`config.mk`:
```
export PLATFORM = sky130hd
export DESIGN_NAME = fp16_acc_ctrl_flat
export DESIGN_NICKNAME = d
export VERILOG_FILES = /design/src/rtl/fp16_acc_if.sv /design/src/rtl/fp16_acc_ctrl.sv /design/src/flat_wrapper.sv
export SDC_FILE = /design/constraint.sdc
export NUM_CORES = 1
export LEC_CHECK = 0
export CORE_ASPECT_RATIO = 1.4
export CORE_MARGIN = 4
export CORE_UTILIZATION = 40
export DETAILED_ROUTE_END_ITERATION = 16
export DONT_BUFFER_PORTS = 1
export GPL_TIMING_DRIVEN = 0
export SLEW_MARGIN = 20
export SYNTH_ARGS = -nofsm -noshare
export SYNTH_HDL_FRONTEND = slang
export SYNTH_SLANG_ARGS = --single-unit
```
`constraint.sdc`:
```
create_clock -name CLK -period 3.9 [get_ports CLK]
set_clock_uncertainty 0.05 [all_clocks]
set_input_delay 0.195 -clock CLK [delete_from_list [all_inputs] [get_ports CLK]]
set_output_delay 0.195 -clock CLK [all_outputs]
set_load 0.03 [all_outputs]
```
`src/rtl/fp16_acc_if.sv`:
```
// Command, operand, result and adder-port bundle for the fp16 accumulation controller.
// The slave modport is the controller's view. The master modport is the view of the environment that drives it.
interface fp16_acc_if #(
    parameter int CNT_W = 8
);
    logic             cmd_valid;
    logic [CNT_W-1:0] cmd_len;
    logic             cmd_ready;
    logic             in_valid;
    logic [15:0]      in_data;
    logic             in_ready;
    logic             out_valid;
    logic [15:0]      out_data;
    logic             out_err;
    logic             out_ready;
    logic [15:0]      add_a;
    logic [15:0]      add_b;
    logic             add_start;
    logic             add_done;
    logic [15:0]      add_sum;
    logic             busy;

    modport master (
        output cmd_valid, cmd_len, in_valid, in_data, out_ready, add_done, add_sum,
        input  cmd_ready, in_ready, out_valid, out_data, out_err, add_a, add_b, add_start, busy
    );

    modport slave (
        input  cmd_valid, cmd_len, in_valid, in_data, out_ready, add_done, add_sum,
        output cmd_ready, in_ready, out_valid, out_data, out_err, add_a, add_b, add_start, busy
    );
endinterface

```
`src/rtl/fp16_acc_ctrl.sv`:
```
// Sequences a stream of fp16 terms through the shared multi-cycle adder and returns the running sum.
// This block does no arithmetic. A watchdog aborts the job when the adder never reports completion.
module fp16_acc_ctrl #(
    parameter int CNT_W   = 8,
    parameter int TIMEOUT = 64
) (
    input  logic      CLK,
    input  logic      RESETn,
    fp16_acc_if.slave bus
);
    localparam int              WD_W      = $clog2(TIMEOUT + 1) + 1;
    localparam logic [WD_W-1:0] TIMEOUT_V = WD_W'(TIMEOUT);
    localparam logic [WD_W-1:0] WD_ONE    = WD_W'(1);
    localparam logic [CNT_W-1:0] REM_ONE  = CNT_W'(1);
    localparam logic [CNT_W-1:0] REM_ZERO = {CNT_W{1'b0}};

    typedef enum logic [2:0] {
        S_IDLE     = 3'd0,
        S_FIRST    = 3'd1,
        S_WAIT_IN  = 3'd2,
        S_LAUNCH   = 3'd3,
        S_WAIT_ADD = 3'd4,
        S_OUT      = 3'd5
    } state_t;

    state_t           state_q, state_d;
    logic [15:0]      acc_q, acc_d;
    logic [CNT_W-1:0] rem_q, rem_d;
    logic             err_q, err_d;
    logic [WD_W-1:0]  wdog_q, wdog_d;
    logic [15:0]      add_a_q, add_a_d;
    logic [15:0]      add_b_q, add_b_d;
    logic             cmd_ready_q, cmd_ready_d;
    logic             in_ready_q, in_ready_d;
    logic             out_valid_q, out_valid_d;
    logic [15:0]      out_data_q, out_data_d;
    logic             out_err_q, out_err_d;
    logic             add_start_q, add_start_d;
    logic             busy_q, busy_d;

    // Next-state and datapath update; rem is tested before every decrement so it never wraps.
    always_comb begin
        state_d = state_q;
        acc_d   = acc_q;
        rem_d   = rem_q;
        err_d   = err_q;
        wdog_d  = wdog_q;
        add_a_d = add_a_q;
        add_b_d = add_b_q;
        case (state_q)
            S_IDLE: begin
                if (bus.cmd_valid && cmd_ready_q) begin
                    rem_d   = bus.cmd_len;
                    acc_d   = 16'h0000;
                    state_d = (bus.cmd_len == REM_ZERO) ? S_OUT : S_FIRST;
                end else begin
                    state_d = S_IDLE;
                end
            end
            S_FIRST: begin
                if (bus.in_valid) begin
                    acc_d   = bus.in_data;
                    rem_d   = rem_q - REM_ONE;
                    state_d = (rem_q == REM_ONE) ? S_OUT : S_WAIT_IN;
                end else begin
                    state_d = S_FIRST;
                end
            end
            S_WAIT_IN: begin
                if (bus.in_valid) begin
                    add_a_d = acc_q;
                    add_b_d = bus.in_data;
                    state_d = S_LAUNCH;
                end else begin
                    state_d = S_WAIT_IN;
                end
            end
            S_LAUNCH: begin
                // The launch cycle counts toward the wait, so the timeout is measured from add_start.
                wdog_d  = WD_ONE;
                state_d = S_WAIT_ADD;
            end
            S_WAIT_ADD: begin
                wdog_d = wdog_q + WD_ONE;
                if (bus.add_done) begin
                    acc_d   = bus.add_sum;
                    rem_d   = rem_q - REM_ONE;
                    state_d = (rem_q == REM_ONE) ? S_OUT : S_WAIT_IN;
                end else if (wdog_d >= TIMEOUT_V) begin
                    err_d   = 1'b1;
                    state_d = S_OUT;
                end else begin
                    state_d = S_WAIT_ADD;
                end
            end
            S_OUT: begin
                if (bus.out_ready) begin
                    err_d   = 1'b0;
                    state_d = S_IDLE;
                end else begin
                    state_d = S_OUT;
                end
            end
            default: begin
                state_d = S_IDLE;
            end
        endcase
    end

    // Output decode from the next state, so every port is a flop aligned with state_q.
    always_comb begin
        cmd_ready_d = (state_d == S_IDLE);
        in_ready_d  = (state_d == S_FIRST) || (state_d == S_WAIT_IN);
        out_valid_d = (state_d == S_OUT);
        out_data_d  = (state_d == S_OUT) ? acc_d : 16'h0000;
        out_err_d   = (state_d == S_OUT) ? err_d : 1'b0;
        add_start_d = (state_d == S_LAUNCH);
        busy_d      = (state_d != S_IDLE);
    end

    // State, datapath and output registers; reset abandons any job and any add in flight.
    always_ff @(posedge CLK or negedge RESETn) begin
        if (!RESETn) begin
            state_q     <= S_IDLE;
            acc_q       <= 16'h0000;
            rem_q       <= REM_ZERO;
            err_q       <= 1'b0;
            wdog_q      <= {WD_W{1'b0}};
            add_a_q     <= 16'h0000;
            add_b_q     <= 16'h0000;
            cmd_ready_q <= 1'b0;
            in_ready_q  <= 1'b0;
            out_valid_q <= 1'b0;
            out_data_q  <= 16'h0000;
            out_err_q   <= 1'b0;
            add_start_q <= 1'b0;
            busy_q      <= 1'b0;
        end else begin
            state_q     <= state_d;
            acc_q       <= acc_d;
            rem_q       <= rem_d;
            err_q       <= err_d;
            wdog_q      <= wdog_d;
            add_a_q     <= add_a_d;
            add_b_q     <= add_b_d;
            cmd_ready_q <= cmd_ready_d;
            in_ready_q  <= in_ready_d;
            out_valid_q <= out_valid_d;
            out_data_q  <= out_data_d;
            out_err_q   <= out_err_d;
            add_start_q <= add_start_d;
            busy_q      <= busy_d;
        end
    end

    assign bus.cmd_ready = cmd_ready_q;
    assign bus.in_ready  = in_ready_q;
    assign bus.out_valid = out_valid_q;
    assign bus.out_data  = out_data_q;
    assign bus.out_err   = out_err_q;
    assign bus.add_a     = add_a_q;
    assign bus.add_b     = add_b_q;
    assign bus.add_start = add_start_q;
    assign bus.busy      = busy_q;
endmodule

```
`src/flat_wrapper.sv`:
```
// flat-port wrapper written by rule: the top's interface ports become plain ports
module fp16_acc_ctrl_flat 
#(
    parameter int CNT_W   = 8,
    parameter int TIMEOUT = 64
)
  (CLK, RESETn, bus_cmd_valid, bus_cmd_len, bus_in_valid, bus_in_data, bus_out_ready, bus_add_done, bus_add_sum, bus_cmd_ready, bus_in_ready, bus_out_valid, bus_out_data, bus_out_err, bus_add_a, bus_add_b, bus_add_start, bus_busy);
  fp16_acc_if #(.CNT_W(CNT_W)) bus_i ();
  input  logic CLK;
  input  logic RESETn;
  input wire logic [$bits(bus_i.cmd_valid)-1:0] bus_cmd_valid;
  input wire logic [$bits(bus_i.cmd_len)-1:0] bus_cmd_len;
  input wire logic [$bits(bus_i.in_valid)-1:0] bus_in_valid;
  input wire logic [$bits(bus_i.in_data)-1:0] bus_in_data;
  input wire logic [$bits(bus_i.out_ready)-1:0] bus_out_ready;
  input wire logic [$bits(bus_i.add_done)-1:0] bus_add_done;
  input wire logic [$bits(bus_i.add_sum)-1:0] bus_add_sum;
  output wire logic [$bits(bus_i.cmd_ready)-1:0] bus_cmd_ready;
  output wire logic [$bits(bus_i.in_ready)-1:0] bus_in_ready;
  output wire logic [$bits(bus_i.out_valid)-1:0] bus_out_valid;
  output wire logic [$bits(bus_i.out_data)-1:0] bus_out_data;
  output wire logic [$bits(bus_i.out_err)-1:0] bus_out_err;
  output wire logic [$bits(bus_i.add_a)-1:0] bus_add_a;
  output wire logic [$bits(bus_i.add_b)-1:0] bus_add_b;
  output wire logic [$bits(bus_i.add_start)-1:0] bus_add_start;
  output wire logic [$bits(bus_i.busy)-1:0] bus_busy;
  assign bus_i.cmd_valid = bus_cmd_valid;
  assign bus_i.cmd_len = bus_cmd_len;
  assign bus_i.in_valid = bus_in_valid;
  assign bus_i.in_data = bus_in_data;
  assign bus_i.out_ready = bus_out_ready;
  assign bus_i.add_done = bus_add_done;
  assign bus_i.add_sum = bus_add_sum;
  assign bus_cmd_ready = bus_i.cmd_ready;
  assign bus_in_ready = bus_i.in_ready;
  assign bus_out_valid = bus_i.out_valid;
  assign bus_out_data = bus_i.out_data;
  assign bus_out_err = bus_i.out_err;
  assign bus_add_a = bus_i.add_a;
  assign bus_add_b = bus_i.add_b;
  assign bus_add_start = bus_i.add_start;
  assign bus_busy = bus_i.busy;
  fp16_acc_ctrl #(.CNT_W(CNT_W), .TIMEOUT(TIMEOUT)) u_core (.CLK(CLK), .RESETn(RESETn), .bus(bus_i));
endmodule
```
==> flow_metrics.env, run 1 <==
export IMPL_critPathRequiredTime_ns=4.13
export IMPL_synthFlopType="dfrtp_1"
export IMPL_worst_r2r_setup_slack_ns=1.02
export IMPL_fin_ws_ns=1.02
export IMPL_syn_num_nets=383
export IMPL_ir_drop_mv=0.456
export IMPL_port_buffers=0
export IMPL_use_met2=0.298
export IMPL_fp_dieArea_um2=11500
export IMPL_crit_path_max_incr_delay_ns=0.62
export IMPL_drv_cap=0
export IMPL_drcViolationCount=0
export IMPL_antenna_left=0
export IMPL_post_cts_setup_buffers=0
export IMPL_max_freq_ghz=0.348
export IMPL_drtPass1Iterations=6
export IMPL_synth_compound_area_frac=0.140
export IMPL_yosysWarnings=0
export IMPL_grt_max_degree=91
export IMPL_synth_cells=333
export IMPL_cts_max_level=3
export IMPL_synth_mux_area_frac=0.0997
export IMPL_fin_crit_ns=2.88
export IMPL_fin_crit_sh=0.737
export IMPL_p_per_area_nw_per_um2=815
export IMPL_busiest_layer="met2"
export IMPL_wl_per_cell_um=18.9
export IMPL_initial_core_util=0.413
export IMPL_ys_top_cells_by_count="dfrtp_1, mux2_2, nor2_1"
export IMPL_via_per_inst=5.53
export IMPL_routed_wirelength_um=9820
export IMPL_cts_buffers=9
export IMPL_use_met3=0.0655
export IMPL_clockBufferDepth=2
export IMPL_crit_chain="buf_4, nor3b_1, and2_1, clkbuf_1, buf_2, a222oi_1, dlygate4sd3_1, inv_1"
export IMPL_synth_top_family_by_area="compound AO/OA/AOI/OAI gates"
export IMPL_endpoint="u_core.acc_q[3]"
export IMPL_gr_total_overflow=0
export IMPL_hold_start="bus_cmd_len[2]"
export IMPL_grt_pass1_vias=2989
export IMPL_synth_avg_cell_area_um2=11.8
export IMPL_worstSetupStartpoint="u_core.state_q[1]"
export IMPL_die_y_um=125
export IMPL_synth_edff_count=0
export IMPL_yosysTopAreaCellShare=0.574
export IMPL_yosysMostFrequentCell="dfrtp_1"
export IMPL_status="finished clean"
export IMPL_layout_drive_gt1_share=0.178
export IMPL_path_class="reg2reg"
export IMPL_slew_headroom=0.621
export IMPL_synth_xor_xnor_area_share=0.00446
export IMPL_syn_to_final_growth_pct=22.1
export IMPL_postSynth_asyncResetShare=1.00
export IMPL_ys_seq_area_frac=0.574
export IMPL_ios=100
export IMPL_vias=2878
export IMPL_yosys_area_top_type="dfrtp_1"
export IMPL_fin_hold_ws_ns=0.0283
export IMPL_tns_ns=0
export IMPL_p_total_uw=3910
export IMPL_yosys_top_cells_area="dfrtp_1, mux2_2, a222oi_1"
export IMPL_synthAdderAreaFrac=0.0127
export IMPL_holdPathStages=2
export IMPL_power_leakage_uw=0.00214
export IMPL_end_kind="register"
export IMPL_placed_area_um2=4090
export IMPL_dpl_worst_slack_ns=1.54
export IMPL_clock_latency_ns=0.33
export IMPL_cts_sinks=90
export IMPL_hold_viol_final=0
export IMPL_synth_area_um2=3930
export IMPL_nNetsFinal=433
export IMPL_slew_viol_final=0
export IMPL_rsz0062_at_grt="false"
export IMPL_cp_max_fo=10
export IMPL_use_met1=0.208
export IMPL_crit_arrival_ns=3.10
export IMPL_critPathLaunchType="register"
export IMPL_crit_family="buffers and inverters"
export IMPL_antenna_found_initial=0
export IMPL_setup_violations=0
export IMPL_cts_tree="built"
export IMPL_synth_seq_cells=90
export IMPL_cts_resized=0
export IMPL_tightest_slew_ns=0.567
export IMPL_rr_worst_depth=8
export IMPL_path_buf_inv=5
export IMPL_core_area_um2=9510
export IMPL_rr_endpoint="u_core.acc_q[3]"
export IMPL_drt_iter0_drc=205
export IMPL_reg2reg_from="u_core.state_q[1]"
export IMPL_crit_path_top_delay_cell="dlygate4sd3_1"
export IMPL_crit_cells=8
export IMPL_hold_buffers=39
export IMPL_hpwl_um=6860
export IMPL_ctsRootBufferMaster="clkbuf_16"
export IMPL_rows=42
export IMPL_clkSlewWorstSetupHoldPaths_ns=0.06
export IMPL_grtUsageTotal=0.175
export IMPL_gp_congestion=0.825
export IMPL_yosysUniqueCellTypes=51
export IMPL_yosys_area_share_simple=0.121
export IMPL_grt_pass1_wl_um=15800
export IMPL_diodes=0
export IMPL_fp_dieW_um=91.7
export IMPL_holdCritPathClass="in2reg"
export IMPL_fin_area_um2=4790
## cell type report
type / instances / area [um^2]
plain buffers: 18 / 103
clock buffers: 10 / 229
clock inverters: 6 / 65.1
fillers: 859 / 4720
inverters: 23 / 86.3
multi-input cells: 202 / 1490
flip-flops and latches: 90 / 2250
well taps: 132 / 165
repair buffers: 39 / 408
## cell usage in the layout, fill, tap and decap left out, drive strengths merged, types with 4 or more instances in the layout
cell type	count
dlygate4sd3	38
nand3	4
nand2	12
a21oi	26
a311oi	5
nor2	30
dfrtp	90
nand4	4
nand3b	4
buf	15
mux2	33
clkbuf	14
o21ai	11
nor3	6
inv	25
ha	4
a222oi	16
## metal layers
layer  routed length [um]  vias to the layer above  part of all wire
li1                     -                     1307                 -
met1                 3950                     1459              0.40
met2                 4950                      100              0.50
met3                  804                       12             0.082
met4                  112                        0             0.011
met5                    0                        -                 0
## worst min path at each step
stage | endpoint | slack, ns
finish | u_core.rem_q[2] | 0.03
global route | u_core.rem_q[2] | 0.03
CTS | u_core.bus.out_data[3] | 0.009
detailed placement | u_core.state_q[2] | -0.15
global placement | u_core.bus.busy | -0.15
floorplan | u_core.acc_q[0] | -0.15
## registers in the layout (all words and copies together) (netlist names)
name                  flops
u_core.acc_q             16
u_core.bus.add_a         16
u_core.bus.add_b         16
u_core.bus.add_start      1
u_core.bus.busy           1
u_core.bus.cmd_ready      1
u_core.bus.in_ready       1
u_core.bus.out_data      16
u_core.bus.out_err        1
u_core.bus.out_valid      1
u_core.err_q              1
u_core.rem_q              8
u_core.state_q            3
u_core.wdog_q             8
## power by group
group / leakage [uW] / switching [uW] / internal (uW)
logic: 0.000840 / 625 / 553
registers: 0.00116 / 622 / 1250
clock network: 0.000143 / 359 / 499
## per-stage QoR
stage,utilization,instances
after floorplan,-,333
after global placement,0.430,465
after detailed placement,0.430,465
after CTS,0.504,520
after global routing,0.504,520
final,0.504,520
## kinds of logic after synthesis
family	count (synthesis)
muxes	35
AOI/OAI and AO/OA	76
adders and majority gates	4
and+or+nand+nor	85
xor gates and xnor gates	2
buffers and inverters	41
DFF	90
Note: power is estimated with default switching activity, not from simulation.
==> inputs of run 2 (changes only) <==
Clock period 3.9 ns to 2.3 ns, I/O delays scaled along.
==> flow_metrics.env, run 2 (synthesis gave the netlist of run 1 again) <==
export IMPL_nNetsFinal=435
export IMPL_grtUsageTotal=0.175
export IMPL_crit_family="buffers and inverters"
export IMPL_cts_max_level=3
export IMPL_die_y_um=125
export IMPL_holdCritPathClass="in2reg"
export IMPL_wl_per_cell_um=18.9
export IMPL_drtPass1Iterations=5
export IMPL_numPlacedInstances=465
export IMPL_crit_arrival_ns=2.34
export IMPL_layout_drive_gt1_share=0.190
export IMPL_crit_chain="buf_6, buf_4, nor4b_4, buf_2, mux2_2"
export IMPL_slew_headroom=0.612
export IMPL_drv_cap=0
export IMPL_grt_max_degree=91
export IMPL_critPathRequiredTime_ns=2.47
export IMPL_fin_crit_ns=2.17
export IMPL_final_cell_mix="dfrtp_1, dlygate4sd3_1, mux2_2, nor2_1, a21oi_1"
export IMPL_hold_viol_final=0
export IMPL_ctsRootBufferMaster="clkbuf_16"
export IMPL_tns_ns=0
export IMPL_rows=42
export IMPL_cts_sinks=90
export IMPL_rsz0062_at_grt="false"
export IMPL_dpl_worst_slack_ns=-0.0588
export IMPL_path_class="reg2reg"
export IMPL_hpwl_um=6860
export IMPL_gr_total_overflow=0
export IMPL_antenna_found_initial=0
export IMPL_port_buffers=0
export IMPL_fp_dieW_um=91.7
export IMPL_worst_r2r_setup_slack_ns=0.13
export IMPL_ir_drop_mv=0.766
export IMPL_setup_violations=0
export IMPL_cts_tree="built"
export IMPL_slew_viol_final=0
export IMPL_p_per_area_nw_per_um2=1360
export IMPL_clock_latency_ns=0.33
export IMPL_status="finished clean"
export IMPL_core_area_um2=9510
export IMPL_ios=100
export IMPL_crit_path_top_delay_cell="nor4b_4"
export IMPL_grt_pass1_wl_um=15800
export IMPL_clockBufferDepth=2
export IMPL_routed_wirelength_um=9860
export IMPL_cp_max_fo=10
export IMPL_tightest_slew_ns=0.581
export IMPL_syn_to_final_growth_pct=23.2
export IMPL_via_per_inst=5.52
export IMPL_vias=2879
export IMPL_final_cells=522
export IMPL_max_freq_ghz=0.461
export IMPL_path_buf_inv=3
export IMPL_gp_congestion=0.825
export IMPL_antenna_left=0
export IMPL_end_kind="register"
export IMPL_drt_iter0_drc=222
export IMPL_fin_crit_sh=0.943
export IMPL_cts_buffers=9
export IMPL_drcViolationCount=0
export IMPL_fp_dieArea_um2=11500
export IMPL_power_leakage_uw=0.00216
export IMPL_grt_pass1_vias=2979
export IMPL_layout_commonest_cell="dfrtp_1"
export IMPL_crit_path_max_incr_delay_ns=0.53
export IMPL_diodes=0
export IMPL_critPathLaunchType="register"
export IMPL_initial_core_util=0.413
export IMPL_fin_ws_ns=0.131
export IMPL_clkSlewWorstSetupHoldPaths_ns=0.06
## run 2: cell count changes in the layout (fill, tap and decap cells not counted)
cell / change
nor2_1: -1
buf_4: +1
a211oi_1: -1
nor2_2: +1
dlygate4sd3_1: +2
clkbuf_1: -1
nor4_2: +1
nor3b_2: +1
a211oi_2: +1
nor4_1: -1
nor3b_1: -1
## run 2: worst register-to-register path, delay by kind of cell, from the launching register on
kind | cells | cell delay (ns)
buffers and inverters | 3 | 0.72
AND/OR/NAND/NOR | 1 | 0.53
multiplexers | 1 | 0.38
flip-flops | 1 | 0.37
## run 2: worst paths after layout
check	startpoint	end	cells past startpoint
setup / recovery	u_core.state_q[0]	u_core.bus.add_b[11]	5
hold / removal	bus_cmd_len[0]	u_core.rem_q[0]	3
setup reg to reg	u_core.state_q[0]	u_core.bus.add_b[11]	5
hold reg to reg	u_core.err_q	u_core.err_q	1
max in group asynchronous	RESETn	u_core.rem_q[2]	2
min in group asynchronous	RESETn	u_core.bus.add_start	2
## run 2: per-layer routing
| layer | share of wire | track usage | wire length (um) |
|---|---|---|---|
| met2 | 0.51 | 0.294 | 5050 |
| met4 | 0.0072 | 0.0472 | 71 |
| met5 | 0 | 0 | 0 |
| met1 | 0.40 | 0.212 | 3920 |
| met3 | 0.083 | 0.0637 | 821 |
## run 2: layout make-up
cell class	instances	area, um^2
fillers	857	4680
flip-flops and latches	90	2250
multi-input cells	202	1500
repair buffers	42	435
clock buffers	10	229
well taps	132	165
plain buffers	17	98.8
inverters	23	86.3
clock inverters	6	65.1
## run 2: per-stage QoR
stage / hold WS [ns] / instance area (um^2) / util / power, uW
floorplan: -0.231 / 3930 / - / 4540
global placement: -0.227 / 4090 / 0.430 / 5000
detailed placement: -0.226 / 4090 / 0.430 / 5060
CTS: -0.588 / 4790 / 0.503 / 6600
global route: 0.0447 / 4840 / 0.508 / 6990
finish: 0.0340 / 4840 / 0.508 / 6580
## run 2: what timing repair did
action / in CTS / in global routing
hold buffers: 39 / 2
pin swaps: 1 / 1
buffers inserted: 1 / 0
gates resized for setup: 1 / 3
setup endpoints to repair: 26 / 19
gates cloned: 0 / 0
endpoints found under the hold margin: 145 / 90
## run 2: power breakdown
group	switching [uW]	internal, uW	leakage, uW
clock network	605	846	0.000143
logic	1060	897	0.000863
registers	1060	2120	0.00116
